[src/rtl/cbm2_bus_sequencer.sv]
// CBM-II bus sequencer: arbitrates CPU and video fetch, decodes {segment, address},
// and runs the SDRAM and I/O handshakes, returning latched read data per master.
module cbm2_bus_sequencer #(
  parameter int ADDR_W      = 24,
  parameter int DATA_W      = 8,
  parameter int IO_PAGES    = 8,
  parameter int IO_WAIT     = 2,
  parameter int RAM_TIMEOUT = 31,
  parameter int ROM_WP      = 1
) (
  input  logic                clk_sys,
  input  logic                reset,
  input  logic                model,
  input  logic [1:0]          ramSize,
  input  logic                ipcRamEn,
  input  logic                cpu_req,
  input  logic                cpu_we,
  input  logic [ADDR_W-1:0]   cpu_addr,
  input  logic [DATA_W-1:0]   cpu_wdata,
  output logic                cpu_ack,
  output logic [DATA_W-1:0]   cpu_di,
  input  logic                vid_req,
  input  logic [ADDR_W-1:0]   vid_addr,
  output logic                vid_ack,
  output logic [DATA_W-1:0]   vid_di,
  output logic                ram_req,
  output logic                ram_we,
  output logic [ADDR_W-1:0]   ram_addr,
  output logic [DATA_W-1:0]   ram_wdata,
  input  logic                ram_ack,
  input  logic [DATA_W-1:0]   ram_rdata,
  output logic [IO_PAGES-1:0] io_sel,
  output logic                io_we,
  output logic [DATA_W-1:0]   io_wdata,
  input  logic [DATA_W-1:0]   io_rdata
);

  // state  | meaning
  // S_IDLE | arbitrate and decode a pending request
  // S_RAM  | ram_req held until ram_ack or timeout
  // S_IO   | io_sel held for IO_WAIT cycles
  // S_ACK  | pulse the granted master's ack
  typedef enum logic [1:0] {S_IDLE, S_RAM, S_IO, S_ACK} state_t;
  typedef enum logic [1:0] {R_RAM, R_ROM, R_IO, R_OPEN} region_t;

  state_t              state;
  logic                gnt_vid;
  logic                rr_vid;
  logic                lat_we;
  logic [7:0]          ram_cnt;
  logic [3:0]          io_cnt;

  logic                cpu_pend;
  logic                vid_pend;
  logic                pick_vid;
  logic [ADDR_W-1:0]   sel_addr;
  logic                sel_we;
  logic [DATA_W-1:0]   sel_wdata;
  logic [3:0]          seg;
  logic [15:0]         off;
  logic                seg_ram;
  region_t             region;
  logic [IO_PAGES-1:0] page_sel;

  // A master whose ack is showing still has its req up for that cycle; masking it
  // stops the same access from being granted twice.
  assign cpu_pend  = cpu_req && !cpu_ack;
  assign vid_pend  = vid_req && !vid_ack;
  assign pick_vid  = vid_pend && (!cpu_pend || rr_vid);
  assign sel_addr  = pick_vid ? vid_addr : cpu_addr;
  assign sel_we    = !pick_vid && cpu_we;
  assign sel_wdata = pick_vid ? '0 : cpu_wdata;
  assign seg       = sel_addr[19:16];
  assign off       = sel_addr[15:0];

  always_comb begin
    seg_ram = 1'b0;
    unique case (ramSize)
      2'd0:    seg_ram = model ? (seg >= 4'd1 && seg <= 4'd2) : (seg <= 4'd1);
      2'd1:    seg_ram = model ? (seg >= 4'd1 && seg <= 4'd4) : (seg <= 4'd3);
      default: seg_ram = 1'b1;
    endcase
  end

  always_comb begin
    region = R_OPEN;
    if (seg == 4'hF) begin
      if (off < 16'h0800)      region = R_RAM;
      else if (off < 16'h1000) region = ipcRamEn ? R_RAM : R_OPEN;
      else if (off < 16'hD000) region = (model && off >= 16'hC000) ? R_OPEN : R_ROM;
      else if (off < 16'hD800) region = R_RAM;
      else if (off < 16'hE000) region = R_IO;
      else                     region = R_ROM;
    end else if (seg_ram) begin
      region = R_RAM;
    end
  end

  always_comb begin
    page_sel = '0;
    for (int p = 0; p < IO_PAGES; p++)
      page_sel[p] = ((int'(sel_addr[10:8]) % IO_PAGES) == p);
  end

  always_ff @(posedge clk_sys) begin
    if (reset) begin
      state     <= S_IDLE;
      gnt_vid   <= 1'b0;
      rr_vid    <= 1'b1;
      lat_we    <= 1'b0;
      ram_cnt   <= '0;
      io_cnt    <= '0;
      cpu_ack   <= 1'b0;
      vid_ack   <= 1'b0;
      cpu_di    <= '1;
      vid_di    <= '1;
      ram_req   <= 1'b0;
      ram_we    <= 1'b0;
      ram_addr  <= '0;
      ram_wdata <= '0;
      io_sel    <= '0;
      io_we     <= 1'b0;
      io_wdata  <= '0;
    end else begin
      cpu_ack <= 1'b0;
      vid_ack <= 1'b0;
      unique case (state)
        S_IDLE: begin
          if (cpu_pend || vid_pend) begin
            gnt_vid <= pick_vid;
            lat_we  <= sel_we;
            unique case (region)
              R_RAM, R_ROM: begin
                // Write-protected ROM image: acknowledge without touching SDRAM.
                if (region == R_ROM && sel_we && ROM_WP != 0) begin
                  state <= S_ACK;
                end else begin
                  ram_req   <= 1'b1;
                  ram_we    <= sel_we;
                  ram_addr  <= sel_addr;
                  ram_wdata <= sel_wdata;
                  ram_cnt   <= '0;
                  state     <= S_RAM;
                end
              end
              R_IO: begin
                io_sel   <= page_sel;
                io_we    <= sel_we;
                io_wdata <= sel_wdata;
                io_cnt   <= 4'(IO_WAIT - 1);
                state    <= S_IO;
              end
              default: begin
                if (!sel_we) begin
                  if (pick_vid) vid_di <= '1;
                  else          cpu_di <= '1;
                end
                state <= S_ACK;
              end
            endcase
          end
        end
        S_RAM: begin
          if (ram_ack) begin
            if (!lat_we) begin
              if (gnt_vid) vid_di <= ram_rdata;
              else         cpu_di <= ram_rdata;
            end
            ram_req <= 1'b0;
            state   <= S_ACK;
          end else if (ram_cnt == 8'(RAM_TIMEOUT - 1)) begin
            if (!lat_we) begin
              if (gnt_vid) vid_di <= '1;
              else         cpu_di <= '1;
            end
            ram_req <= 1'b0;
            state   <= S_ACK;
          end else begin
            ram_cnt <= ram_cnt + 8'd1;
          end
        end
        S_IO: begin
          if (io_cnt == 4'd0) begin
            if (!lat_we) begin
              if (gnt_vid) vid_di <= io_rdata;
              else         cpu_di <= io_rdata;
            end
            io_sel <= '0;
            io_we  <= 1'b0;
            state  <= S_ACK;
          end else begin
            io_cnt <= io_cnt - 4'd1;
          end
        end
        default: begin
          if (gnt_vid) vid_ack <= 1'b1;
          else         cpu_ack <= 1'b1;
          rr_vid <= !gnt_vid;
          state  <= S_IDLE;
        end
      endcase
    end
  end

endmodule
[config.mk]
export PLATFORM = sky130hd
export DESIGN_NAME = cbm2_bus_sequencer
export DESIGN_NICKNAME = d
export VERILOG_FILES = /design/src/rtl/cbm2_bus_sequencer.sv
export SDC_FILE = /design/constraint.sdc
export NUM_CORES = 1
export LEC_CHECK = 0
export CELL_PAD_IN_SITES_DETAIL_PLACEMENT = 1
export CELL_PAD_IN_SITES_GLOBAL_PLACEMENT = 1
export CORE_ASPECT_RATIO = 1.5
export CORE_MARGIN = 3
export CORE_UTILIZATION = 33
export DETAILED_ROUTE_END_ITERATION = 8
export PLACE_DENSITY = 0.92
export RECOVER_POWER = 100
export SLEW_MARGIN = 0
export SYNTH_ARGS = -nofsm -noshare
export SYNTH_HDL_FRONTEND = slang
export SYNTH_SLANG_ARGS = --single-unit
[constraint.sdc]
create_clock -name clk_sys -period 3.3 [get_ports clk_sys]
set_input_delay 0.33 -clock clk_sys [delete_from_list [all_inputs] [get_ports clk_sys]]
set_output_delay 0.33 -clock clk_sys [all_outputs]
set_load 0.03 [all_outputs]
Word level (Yosys, flattened, before mapping)
Cells that the tools add are included.
{"block": "totals", "reg_bits": 86, "inputBits": 82, "wordCells": 176}
{"block": "classes", "n_addsub": 2, "magnitude_cmp": 11, "eq_ne": 33, "muxes": 75, "bitwise_logic": 1, "n_reduce_logical": 37}
{"operator": "two-way mux 8 bit", "n": 35}
{"operator": "less-than comparator 16 bit, second input constant", "n": 3}
{"operator": "case mux 8 bit (3 select lines)", "n": 2}
{"operator": "zero test 32 bit", "n": 1}
{"operator": "inequality test 2 bit, second input constant", "n": 16}
{"operator": "case mux 8 bit (2 select lines)", "n": 2}
{"operator": "two-way mux 2 bit", "n": 14}
{"operator": "two-way mux 24 bit", "n": 1}
{"operator": "AND reduction 11 bit", "n": 2}
{"operator": "greater-or-equal comparator 16 bit, second input constant", "n": 1}
{"operator": "less-than comparator 16 x 12 -> 1 bit, second input constant", "n": 1}
{"operator": "less-than comparator 16 x 13 -> 1 bit, second input constant", "n": 1}
{"operator": "equality test 3 bit, second input constant", "n": 4}
{"operator": "two-way mux 1 bit", "n": 12}
{"operator": "two-way mux 4 bit", "n": 3}
{"operator": "AND reduction 4 bit", "n": 3}
{"operator": "adder 8 x 1 -> 8 bit, second input constant", "n": 1}
{"operator": "equality test 8 x 5 -> 1 bit, second input constant", "n": 1}
{"operator": "less-or-equal comparator 4 x 2 -> 1 bit, second input constant", "n": 2}
{"operator": "logical AND 1 bit", "n": 8}
{"operator": "case mux 4 bit (2 select lines)", "n": 1}
{"operator": "equality test 2 x 1 -> 1 bit, second input constant", "n": 3}
{"operator": "equality test 3 x 2 -> 1 bit, second input constant", "n": 2}
{"operator": "zero test 2 bit", "n": 3}
{"operator": "25 further kinds", "n": 37}

Longest topological paths before layout
Gate-level depths: netlist of the first run.
{"block": "logic_depth", "depth_word": 19, "ltp_mapped": 11, "ltp_nobuf": 9}

Worst setup path before layout of the first run
OpenSTA, ideal clock, no wires.
{"block": "synth_path", "path_kind": "reg2reg", "from": "register cpu_ack", "to": "register ram_cnt[1]", "setup_time_ns": 0.070, "t_arrival_ns": 2.491, "required_ns": 3.230, "slack_ns": 0.739, "path_stages_with_launch": 9, "path_buffers": 1, "synth_period_minus_slack_ns": 2.561, "path_cell_list": "dfxtp_1 or3b_4 nand2_4 mux2_2 o221ai_1 a211oi_2 buf_2 or3b_1 a21oi_1"}
{"block": "synth_via", "elab_chain_len": 17, "word_cells_on_any_way": 43}
{"element": "start, declared", "line_no": "20", "text": "output logic cpu_ack,"}
{"element": "start signal, assigned", "line_no": "113", "text": "cpu_ack <= 1'b0;"}
{"element": "start signal, assigned", "line_no": "125", "text": "cpu_ack <= 1'b0;"}
{"element": "start signal, assigned", "line_no": "197", "text": "else cpu_ack <= 1'b1;"}
{"element": "zero test 1 bit *", "line_no": "67", "text": "assign cpu_pend = cpu_req && !cpu_ack;"}
{"element": "logical AND 1 bit *", "line_no": "67"}
{"element": "zero test 1 bit", "line_no": "69", "text": "assign pick_vid = vid_pend && (!cpu_pend || rr_vid);"}
{"element": "logical OR 1 bit", "line_no": "69"}
{"element": "logical AND 1 bit", "line_no": "69"}
{"element": "two-way mux 24 bit", "line_no": "70", "text": "assign sel_addr = pick_vid ? vid_addr : cpu_addr;"}
{"element": "less-than comparator 16 bit or greater-or-equal comparator 16 bit (tied branches)", "line_no": "92, 90"}
{"element": "two-way mux 2 bit or logical AND 1 bit (tied branches)", "line_no": "92, 90"}
{"element": "two-way mux 2 bit (on tied branches)", "line_no": "91, 90"}
{"element": "two-way mux 2 bit", "line_no": "90", "text": "else if (off < 16'hD000) region = (model && off >= 16'hC000) ? R_OPEN : R_ROM;"}
{"element": "two-way mux 2 bit", "line_no": "89", "text": "else if (off < 16'h1000) region = ipcRamEn ? R_RAM : R_OPEN;"}
{"element": "two-way mux 2 bit", "line_no": "88", "text": "if (off < 16'h0800) region = R_RAM;"}
{"element": "two-way mux 2 bit", "line_no": "87", "text": "if (seg == 4'hF) begin"}
{"element": "equality test 2 x 1 -> 1 bit or zero test 2 bit (tied branches)", "line_no": "132, 135"}
{"element": "OR reduction 2 bit or logical AND 1 bit (tied branches)"}
{"element": "inequality test 2 x 1 -> 1 bit (no line) or inequality test 2 bit (tied branches)"}
{"element": "AND reduction 6 bit (no line) *"}
{"element": "end signal, assigned", "line_no": "179", "text": "ram_cnt <= ram_cnt + 8'd1;"}
{"element": "end, declared", "line_no": "50", "text": "logic [7:0] ram_cnt;"}
Mark *: on every way between the ends. The rest lies on a longest branch, timed or not.
A chain may end at the register's enable or synchronous reset.

Worst setup path after layout of the first run
{"block": "layout_path", "from": "input port vid_addr[12]", "to": "register io_we"}
{"block": "layout_via", "elab_chain_len": 11, "word_cells_on_any_way": 18}
{"element": "start, declared", "line_no": "23", "text": "input logic [ADDR_W-1:0] vid_addr,"}
{"element": "two-way mux 24 bit *", "line_no": "70"}
{"element": "less-than comparator 16 bit or greater-or-equal comparator 16 bit (tied branches)", "line_no": "92, 90"}
{"element": "two-way mux 2 bit or logical AND 1 bit (tied branches)", "line_no": "92, 90"}
{"element": "two-way mux 2 bit (on tied branches)", "line_no": "91, 90"}
{"element": "two-way mux 2 bit", "line_no": "90"}
{"element": "two-way mux 2 bit", "line_no": "89"}
{"element": "two-way mux 2 bit *", "line_no": "88"}
{"element": "two-way mux 2 bit *", "line_no": "87"}
{"element": "equality test 2 bit *", "line_no": "132", "text": "unique case (region)"}
{"element": "inequality test 2 x 1 -> 1 bit (no line) *"}
{"element": "AND reduction 4 bit (no line) *"}
{"element": "end signal, assigned", "line_no": "148", "text": "io_we <= sel_we;"}
{"element": "end, declared", "line_no": "33", "text": "output logic io_we,"}
Marked as above.

==> results of run 1 <==
==> cell families after synthesis <==
group | count (synthesis) | synth area share
adders and majority gates | 8 | 0.0220
buffers and inverters | 50 | 0.0450
AOI/OAI and AO/OA | 155 | 0.239
DFF | 86 | 0.378
and+or+nand+nor | 214 | 0.235
muxes | 37 | 0.0818
==> where the power goes <==
part / leakage, nW / switching [mW] / internal (mW)
Clock: 0.153 / 0.432 / 0.632
Sequential: 0.701 / 0.145 / 1.27
Combinational: 1.76 / 1.28 / 0.807
==> cells in the mapped netlist, types with 8 or more instances <==
master,number
nand2b_1,13
ha_1,8
nor3_1,9
a311oi_1,24
nor2b_1,9
nand3_1,17
and2_1,11
dfxtp_1,86
nor2_1,38
inv_1,15
clkbuf_1,21
buf_2,14
o21ai_0,22
a21oi_1,52
mux2i_1,35
a221oi_1,10
nand2_1,79
==> critical path, stage by stage <==
cell and delay (ns):
clkdlybuf4s50_1 0.51, or3_1 0.37, or3b_1 0.41, o221ai_2 0.25
a21oi_1 0.11, o32ai_1 0.78, o21ai_1 0.16, buf_4 0.24
a31o_1 0.24
==> cell type report <==
cell class                 instances  area share
clock buffer                      12      0.0392
clock inverter                     4     0.00802
inverter                          15     0.00860
multi-input combinational        414       0.398
sequential                        86       0.263
tap                              162      0.0310
timing repair buffer             165       0.253
==> state kept, by name, indices dropped and copies added, names as in the netlist, 2 cells and up <==
register / count
io_cnt: 4
vid_di: 8
io_sel: 8
state: 2
ram_cnt: 8
ram_addr: 24
cpu_di: 8
io_wdata: 8
ram_wdata: 8
==> cell usage in the layout (no fill, tap or decap), types with 3 or more instances in the layout <==
master and n:
or4_1 5, inv_1 15, a221oi_1 10, or3_1 5
a211o_1 5, mux2i_1 35, clkbuf_16 9, buf_12 4
buf_4 10, nand2_1 79, nand2b_1 13, o211ai_1 3
ha_1 8, nor2b_1 9, and3_1 4, nor4_1 4
o31ai_1 5, a31oi_1 4, and2_1 10, o21ai_0 23
dlygate4sd3_1 69, nor3_1 9, dfxtp_1 86, nand3b_1 4
a311oi_1 24, nor2_1 38, a21oi_1 53, clkdlybuf4s50_1 80
nand3_1 17
==> path summary, 6_finish.rpt <==
| kind | cells past startpoint | slack [ns] | end |
|---|---|---|---|
| worst min register to register | 2 | 0.45 | ram_addr[8] |
| worst min-delay path | 4 | 0.41 | rr_vid |
| worst max register to register | 9 | 0.29 | cpu_di[6] |
| worst max-delay path | 9 | 0.12 | io_we |
==> routing by layer <==
metal / share of wire / routed length, microns / global-route usage / vias to the layer above
met5: 0 / 0 / 0 / -
met4: 0.032 / 529 / 0.0932 / 0
met3: 0.036 / 593 / 0.0266 / 35
met2: 0.56 / 9190 / 0.414 / 123
met1: 0.37 / 6130 / 0.228 / 2378
li1: - / - / - / 2294
==> implementation parameters, run 1 <==
Parameter                              Value

STA
  Fmax    315 MHz
  Worst Clk Skew    0.00906 ns
  WHS    0.412 ns
  Worst slew margin relative to its limit    0.409
  Final critical-path share of the clock period    0.963
  Number of failing hold endpoints at the final stage    0
  Slew of the pin with the lowest slew margin    0.884 ns
  Post-layout worst setup margin    0.122 ns
  Final count of pins violating max slew    0
  Aggregate negative setup slack    0 ns
  Final critical path time including I/O delays and setup    3.18 ns
  Number of endpoints failing setup at the final stage    0
  RSZ-0062 raised after global routing    false

CTS
  Hold buffer count at cts    0
  TritonCTS clock tree    done
  Maximum root-to-sink buffer count    2
  Insertion delay of the later-clocked pin in the worst-skew pair    0.34 ns
  Sink Count    86
  Root Buffer Master    clkbuf_16
  Number of buffers created by CTS    9
  CTS clock-pin slew for the worst setup and hold paths    0.06 ns
  Number of gates given a new drive strength after cts    0
  Clock H-tree levels    3
  Post-CTS setup-driven buffer insertion count    0

Floorplanning
  Placeable Area    13500 sq um
  Die Y    150 microns
  Ports    151
  Row cnt    52
  Initial core utilization    0.337
  Die boundary width    102 microns
  Die area    15300 sq um

Logic synthesis
  Synth unique cells    60
  Cells after synthesis    550
  Number of enable-type register cells in the synthesized netlist    0
  Number of synthesis warnings    0
  Ranking of synthesized cells by area    dfxtp_1 (38%), mux2i_1 (7.7%), nand2_1 (6.5%), a21oi_1 (5.7%), a311oi_1 (4.6%)
  Cell area after synthesis    4560 sq um
  Mean instance size in the synthesized netlist    8.29 sq um
  FFs w/ async S/R, synth    0
  Cell taking the most area after synthesis    dfxtp_1
  Fraction of the yosys area taken by sequential cells    0.378
  Commonest register cell after synthesis    dfxtp_1
  Net count after synthesis    640
  Area fraction of the dominant cell type after synthesis    0.378
  Seq cells post-synth    86

Global routing
  Wire length of the first global-routing pass    26300 microns
  Vias in the first global route    5267
  Total routing resource utilization after global routing    0.215
  Grt ovf    0
  Antenna violations before repair    0
  Maximum number of pins on one net before global-route repair    69

Worst hold path
  Path class of the lowest-slack min-delay path    in -> reg
  Hold Startpoint    reset

Layout
  Layout overhead on the synthesized area    43.7%
  Layout Nets    781
  Count of fill cells added during filler insertion    1605
  Antenna diode instance count    0
  Count of placed standard cells in the final layout, fillers left out    858
  Final standard cell area without fillers    6550 sq um
  Share of cells above drive strength 1    0.0661
  Storage element area    1720 sq um
  Final core occ    0.484
  Footprint of the multi-input gates    2600 sq um

Worst setup path
  Worst setup path class    in -> reg
  Critical path arrival    3.41 ns
  Setup crit start kind    input port
  Origin of the critical flop-to-flop path    io_cnt[0]
  Worst endpoint required time    3.53 ns
  Start point of the critical path    vid_addr[12]
  Largest fanout of any net on the critical path    9
  CP Capture Type    flop

Routing
  Drt initial violations    160
  Routed len/inst    19.2 microns
  Routed wire length    16400 microns
  Mean number of vias per cell    5.63
  Number of remaining DRC errors    0
  Length of the first detailed-routing pass in iterations    4
  Total via count in the routed design    4830
  Post-detailed-route count of antenna-violating nets    0

Flow run
  MaxCap Viol Count    0

Power
  LEAKAGE    2.62 nW
  Worst IR Drop VDD    0.350 mV
  Power density over cell area    698 nW/um^2
  Post-layout power    4.57 mW

Placement
  IO buf count    150
  Post-placement setup slack    -0.0839 ns
  GPL Wtd Cong    0.831
  Final HPWL DP    12300 microns
  Area post-placement    6270 sq um
  DP Cell Count    842

Run status
  Run status    completed
Power figures use the tool's default switching activity.
==> run 2: changes to the inputs <==
- CORE_MARGIN: 3 -> 2
==> run 2 against run 1 <==
Against the previous run: power rose by 1.0%; sequential share of layout area about the same; cell count increased by 0.58%; setup slack gained 0.083 ns; first-iteration DRC count increased by 22%; clock power up 5%; final area hardly changed; largest power group unchanged; highest routed layer unchanged.
==> implementation parameters, run 2 (same netlist as run 1, synthesis figures left out) <==
Parameter                              Value

Floorplanning
  Die area    14800 sq um
  Row cnt    52
  Die boundary width    100 microns
  Placeable Area    13500 sq um
  Initial core utilization    0.338
  Ports    151
  Die Y    148 microns

Run status
  Run status    completed

Layout
  Largest register FFs    24
  Leading cell type in the layout, fill and taps excluded    dfxtp_1
  Count of placed standard cells in the final layout, fillers left out    863
  Largest register by flop count    ram_addr
  Layout overhead on the synthesized area    43.8%
  Count of fill cells added during filler insertion    1588
  Commonest cells after routing, fill and taps aside    dfxtp_1 (86), nand2_1 (79), clkdlybuf4s50_1 (79)
  Layout Nets    785
  Share of cells above drive strength 1    0.0729

STA
  Number of failing hold endpoints at the final stage    0
  Worst Clk Skew    0.00704 ns
  Number of endpoints failing setup at the final stage    0
  RSZ-0062 raised after global routing    false
  Slew of the pin with the lowest slew margin    0.806 ns
  Final critical-path share of the clock period    0.938
  Final critical path time including I/O delays and setup    3.10 ns
  Worst slew margin relative to its limit    0.462
  Fmax    323 MHz
  WHS    0.409 ns
  Aggregate negative setup slack    0 ns
  Final count of pins violating max slew    0

Worst hold path
  Path class of the lowest-slack min-delay path    in -> reg
  Worst hold path cell count    4
  Hold Startpoint    reset
  Worst Hold Endpoint    rr_vid

Power
  Post-layout power    4.62 mW
  Power share of the combinational group    0.451
  LEAKAGE    2.63 nW
  Seq pwr share    0.308
  Power spent charging and discharging nets    1.86 mW
  Worst IR Drop VDD    0.359 mV
  Net Sw Frac    0.403
  Internal Dissipation    2.75 mW
  Clock group share of total power    0.241
  Power density over cell area    704 nW/um^2

CTS
  Number of gates given a new drive strength after cts    0
  Hold buffer count at cts    0
  Insertion delay of the later-clocked pin in the worst-skew pair    0.34 ns
  Number of buffers created by CTS    9
  Post-CTS setup-driven buffer insertion count    0
  Clock H-tree levels    3
  Sink Count    86
  CTS clock-pin slew for the worst setup and hold paths    0.06 ns
  TritonCTS clock tree    done
  Root Buffer Master    clkbuf_16
  Maximum root-to-sink buffer count    2

Placement
  GPL Wtd Cong    0.881
  IO buf count    150
  DP Cell Count    846
  Final HPWL DP    12500 microns

Worst setup path
  Capturing point of the worst reg2reg path    ram_addr[14]
  Largest fanout of any net on the critical path    31
  Worst setup path class    in -> reg
  Origin of the critical flop-to-flop path    rr_vid
  Worst endpoint required time    3.49 ns
  CP Capture Type    flop
  R2r worst-path depth    8
  Critical path arrival    3.28 ns
  Setup slack of the worst register-to-register path    0.42 ns
  Setup crit start kind    input port

Routing
  Routed wire length    16600 microns
  Post-detailed-route count of antenna-violating nets    0
  Length of the first detailed-routing pass in iterations    4
  Total via count in the routed design    4857
  Mean number of vias per cell    5.63
  Drt initial violations    195
  Routed len/inst    19.2 microns
  Number of remaining DRC errors    0

Global routing
  Grt ovf    0
  Antenna violations before repair    1
  Vias in the first global route    5328
  Maximum number of pins on one net before global-route repair    69
  Total routing resource utilization after global routing    0.223
  Wire length of the first global-routing pass    26300 microns

Flow run
  MaxCap Viol Count    0
run 2: metal layers:
metal | vias up | wire length (microns) | GRT usage
li1 | 2303 | - | -
met1 | 2359 | 6220 | 0.230
met2 | 152 | 9080 | 0.425
met3 | 43 | 667 | 0.0355
met4 | 0 | 606 | 0.108
met5 | - | 0 | 0
run 2: worst max path at each step:
stage | end | depth (start not counted) | from | slack, ns
floorplan | ram_cnt[1] | 8 | cpu_ack | 0.74
global placement | ram_cnt[4] | 9 | cpu_req | 0.25
detailed placement | ram_cnt[3] | 9 | cpu_req | 0.16
CTS | ram_cnt[3] | 9 | cpu_req | 0.43
global route | vid_di[1] | 10 | cpu_req | 0.09
finish | ram_addr[14] | 9 | cpu_req | 0.20
run 2: per-stage QoR:
stage               utilization  setup slack, ns  cell area [sq um]
floorplan                     -            0.739               4560
global placement          0.466            0.251               6280
detailed placement        0.466            0.159               6280
CTS                       0.490            0.427               6600
global route              0.487           0.0890               6560
finish                    0.487            0.205               6560
run 2: layout make-up:
cell class | instances | area, sq um | area share
multi-input cells | 414 | 2610 | 0.399
flip-flops and latches | 86 | 1720 | 0.263
repair buffers | 169 | 1640 | 0.249
clock buffers | 10 | 239 | 0.0365
well taps | 162 | 203 | 0.0309
clock inverters | 6 | 83.8 | 0.0128
inverters | 15 | 56.3 | 0.00859
diodes | 1 | 2.50 | 0.000382
run 2: critical path: stages:
cell and delay (ns):
dlygate4sd3_1 0.57, or3b_4 0.43, a21boi_1 0.34, o221ai_1 0.26, a21o_1 0.26, or3_1 0.40, buf_2 0.34, a21oi_1 0.27
a311oi_1 0.07
run 2: power groups by stage:
| stage | logic, mW | clock network [mW] | registers [mW] |
|---|---|---|---|
| finish | 2.08 | 1.11 | 1.42 |
| global route | 2.23 | 1.18 | 1.45 |
| CTS | 2.19 | 1.14 | 1.43 |
| detailed placement | 2.18 | 0 | 1.45 |
| global placement | 2.09 | 0 | 1.43 |
| floorplan | 0.929 | 0 | 1.81 |
==> run 3: changes to the inputs <==
- CORE_UTILIZATION: 33 -> 30
- CTS_CLUSTER_SIZE: default -> 16
- PLACE_DENSITY: 0.92 -> 0.89
- clock period: 3.3 -> 2.8 ns (I/O delays scaled with it)
==> run 3 against run 2 <==
Against the previous run: sequential power increased by 17%; power increased by 22%; register-to-register slack got worse by 0.28 ns; largest power group unchanged.
==> implementation parameters, run 3 (same netlist as run 1, synthesis figures left out) <==
Parameter                              Value

Power
  Post-layout power    5.61 mW
  Power density over cell area    789 nW/um^2
  LEAKAGE    2.93 nW
  Worst IR Drop VDD    0.342 mV

Worst setup path
  CP Cell Sequence    clkdlybuf4s50_1, or3_1, or3b_1, o221ai_2, clkbuf_4, a21oi_2, clkbuf_1, o32ai_4, o21ai_0, buf_4, mux2i_1
  Setup slack of the worst register-to-register path    0.14 ns
  R2r worst-path depth    10
  Critical path arrival    2.95 ns
  Largest fanout of any net on the critical path    8
  Worst endpoint required time    3.04 ns
  CP Capture Type    flop
  Origin of the critical flop-to-flop path    cpu_ack
  Crit path max-delay cell type    clkdlybuf4s50_1
  Setup crit start kind    input port
  Worst setup path class    in -> reg
  Capturing point of the worst reg2reg path    ram_addr[8]
  Slowest cell delay on critical path    0.43 ns

Global routing
  Maximum number of pins on one net before global-route repair    69
  Antenna violations before repair    0
  Vias in the first global route    5701
  Wire length of the first global-routing pass    29300 microns
  Total routing resource utilization after global routing    0.224
  Grt ovf    0

CTS
  TritonCTS clock tree    done
  CTS clock-pin slew for the worst setup and hold paths    0.07 ns
  Number of buffers created by CTS    9
  Root Buffer Master    clkbuf_16
  Insertion delay of the later-clocked pin in the worst-skew pair    0.35 ns
  Maximum root-to-sink buffer count    2
  Hold buffer count at cts    0
  Sink Count    86
  Clock H-tree levels    3

Worst hold path
  Worst hold path cell count    4
  Worst Hold Endpoint    rr_vid
  Hold Startpoint    reset
  Path class of the lowest-slack min-delay path    in -> reg

Layout
  Count of placed standard cells in the final layout, fillers left out    958
  Layout overhead on the synthesized area    55.9%
  Leading cell type in the layout, fill and taps excluded    dfxtp_1
  Final standard cell area without fillers    7110 sq um
  Antenna diode instance count    0
  Largest register by flop count    ram_addr
  Commonest cells after routing, fill and taps aside    dfxtp_1 (86), nand2_1 (79), clkdlybuf4s50_1 (79)
  Final core occ    0.474
  Largest register FFs    24
  Share of cells above drive strength 1    0.153
  Layout Nets    844

Placement
  Final HPWL DP    13300 microns
  IO buf count    150
  Area post-placement    6780 sq um
  Post-placement setup slack    -0.618 ns
  GPL Wtd Cong    0.895
  DP Cell Count    940

Floorplanning
  Row cnt    55
  Die boundary width    105 microns
  Die area    16200 sq um
  Die Y    155 microns
  Initial core utilization    0.304
  Placeable Area    15000 sq um
  Ports    151

Flow run
  MaxCap Viol Count    0

Routing
  Drt initial violations    182
  Number of remaining DRC errors    0
  Post-detailed-route count of antenna-violating nets    0
  Routed wire length    18500 microns
  Mean number of vias per cell    5.41
  Routed len/inst    19.3 microns
  Length of the first detailed-routing pass in iterations    4
  Total via count in the routed design    5181

STA
  Final count of pins violating max slew    0
  Final critical path time including I/O delays and setup    2.71 ns
  Final critical-path share of the clock period    0.969
  Fmax    369 MHz
  Worst Clk Skew    0.00987 ns
  Post-layout worst setup margin    0.0864 ns
  Number of failing hold endpoints at the final stage    0
  Aggregate negative setup slack    0 ns
  WHS    0.355 ns
  RSZ-0062 raised after global routing    false
  Slew of the pin with the lowest slew margin    0.769 ns
  Number of endpoints failing setup at the final stage    0
  Worst slew margin relative to its limit    0.487

Run status
  Run status    completed
==> run 3: worst max-delay path by stage <==
stage,from,to,slack [ns]
after floorplan,cpu_ack,ram_cnt[1],0.24
after global placement,cpu_req,ram_addr[8],-0.52
after detailed placement,cpu_req,ram_addr[8],-0.62
after CTS,cpu_req,ram_cnt[3],0.02
after global routing,cpu_ack,ram_addr[11],0.009
final,vid_addr[15],io_sel[5],0.09
==> run 3: report_power, final <==
part / switching (mW) / internal (mW)
registers: 0.160 / 1.50
clock network: 0.583 / 0.632
logic: 1.64 / 1.10
==> run 3: critical path: cells and delay by family <==
| kind | cells | cell delay [ns] |
|---|---|---|
| mux | 1 | 0.13 |
| compound gates | 4 | 0.73 |
| buf+inv | 4 | 0.97 |
| simple gates | 2 | 0.82 |
==> run 3: cell type report <==
class	count	area, sq um
multi-input cells	415	2680
clock buffers	9	225
fillers	1813	7900
inverters	15	56.3
repair buffers	227	2110
well taps	199	249
flip-flops and latches	86	1720
clock inverters	7	68.8
==> run 3: timing repair <==
| action | CTS | global route |
|---|---|---|
| pin swaps | 0 | 2 |
| endpoints found under the setup margin | 27 | 49 |
| setup buffers | 0 | 1 |
| gates resized for setup | 4 | 10 |
| gates cloned | 0 | 1 |
==> run 3: routing by layer <==
metal | global-route usage | up-vias | wire (microns)
met5 | 0 | - | 0
met4 | 0.112 | 0 | 737
met3 | 0.0482 | 53 | 833
met2 | 0.430 | 173 | 10100
met1 | 0.224 | 2536 | 6840
li1 | - | 2419 | -
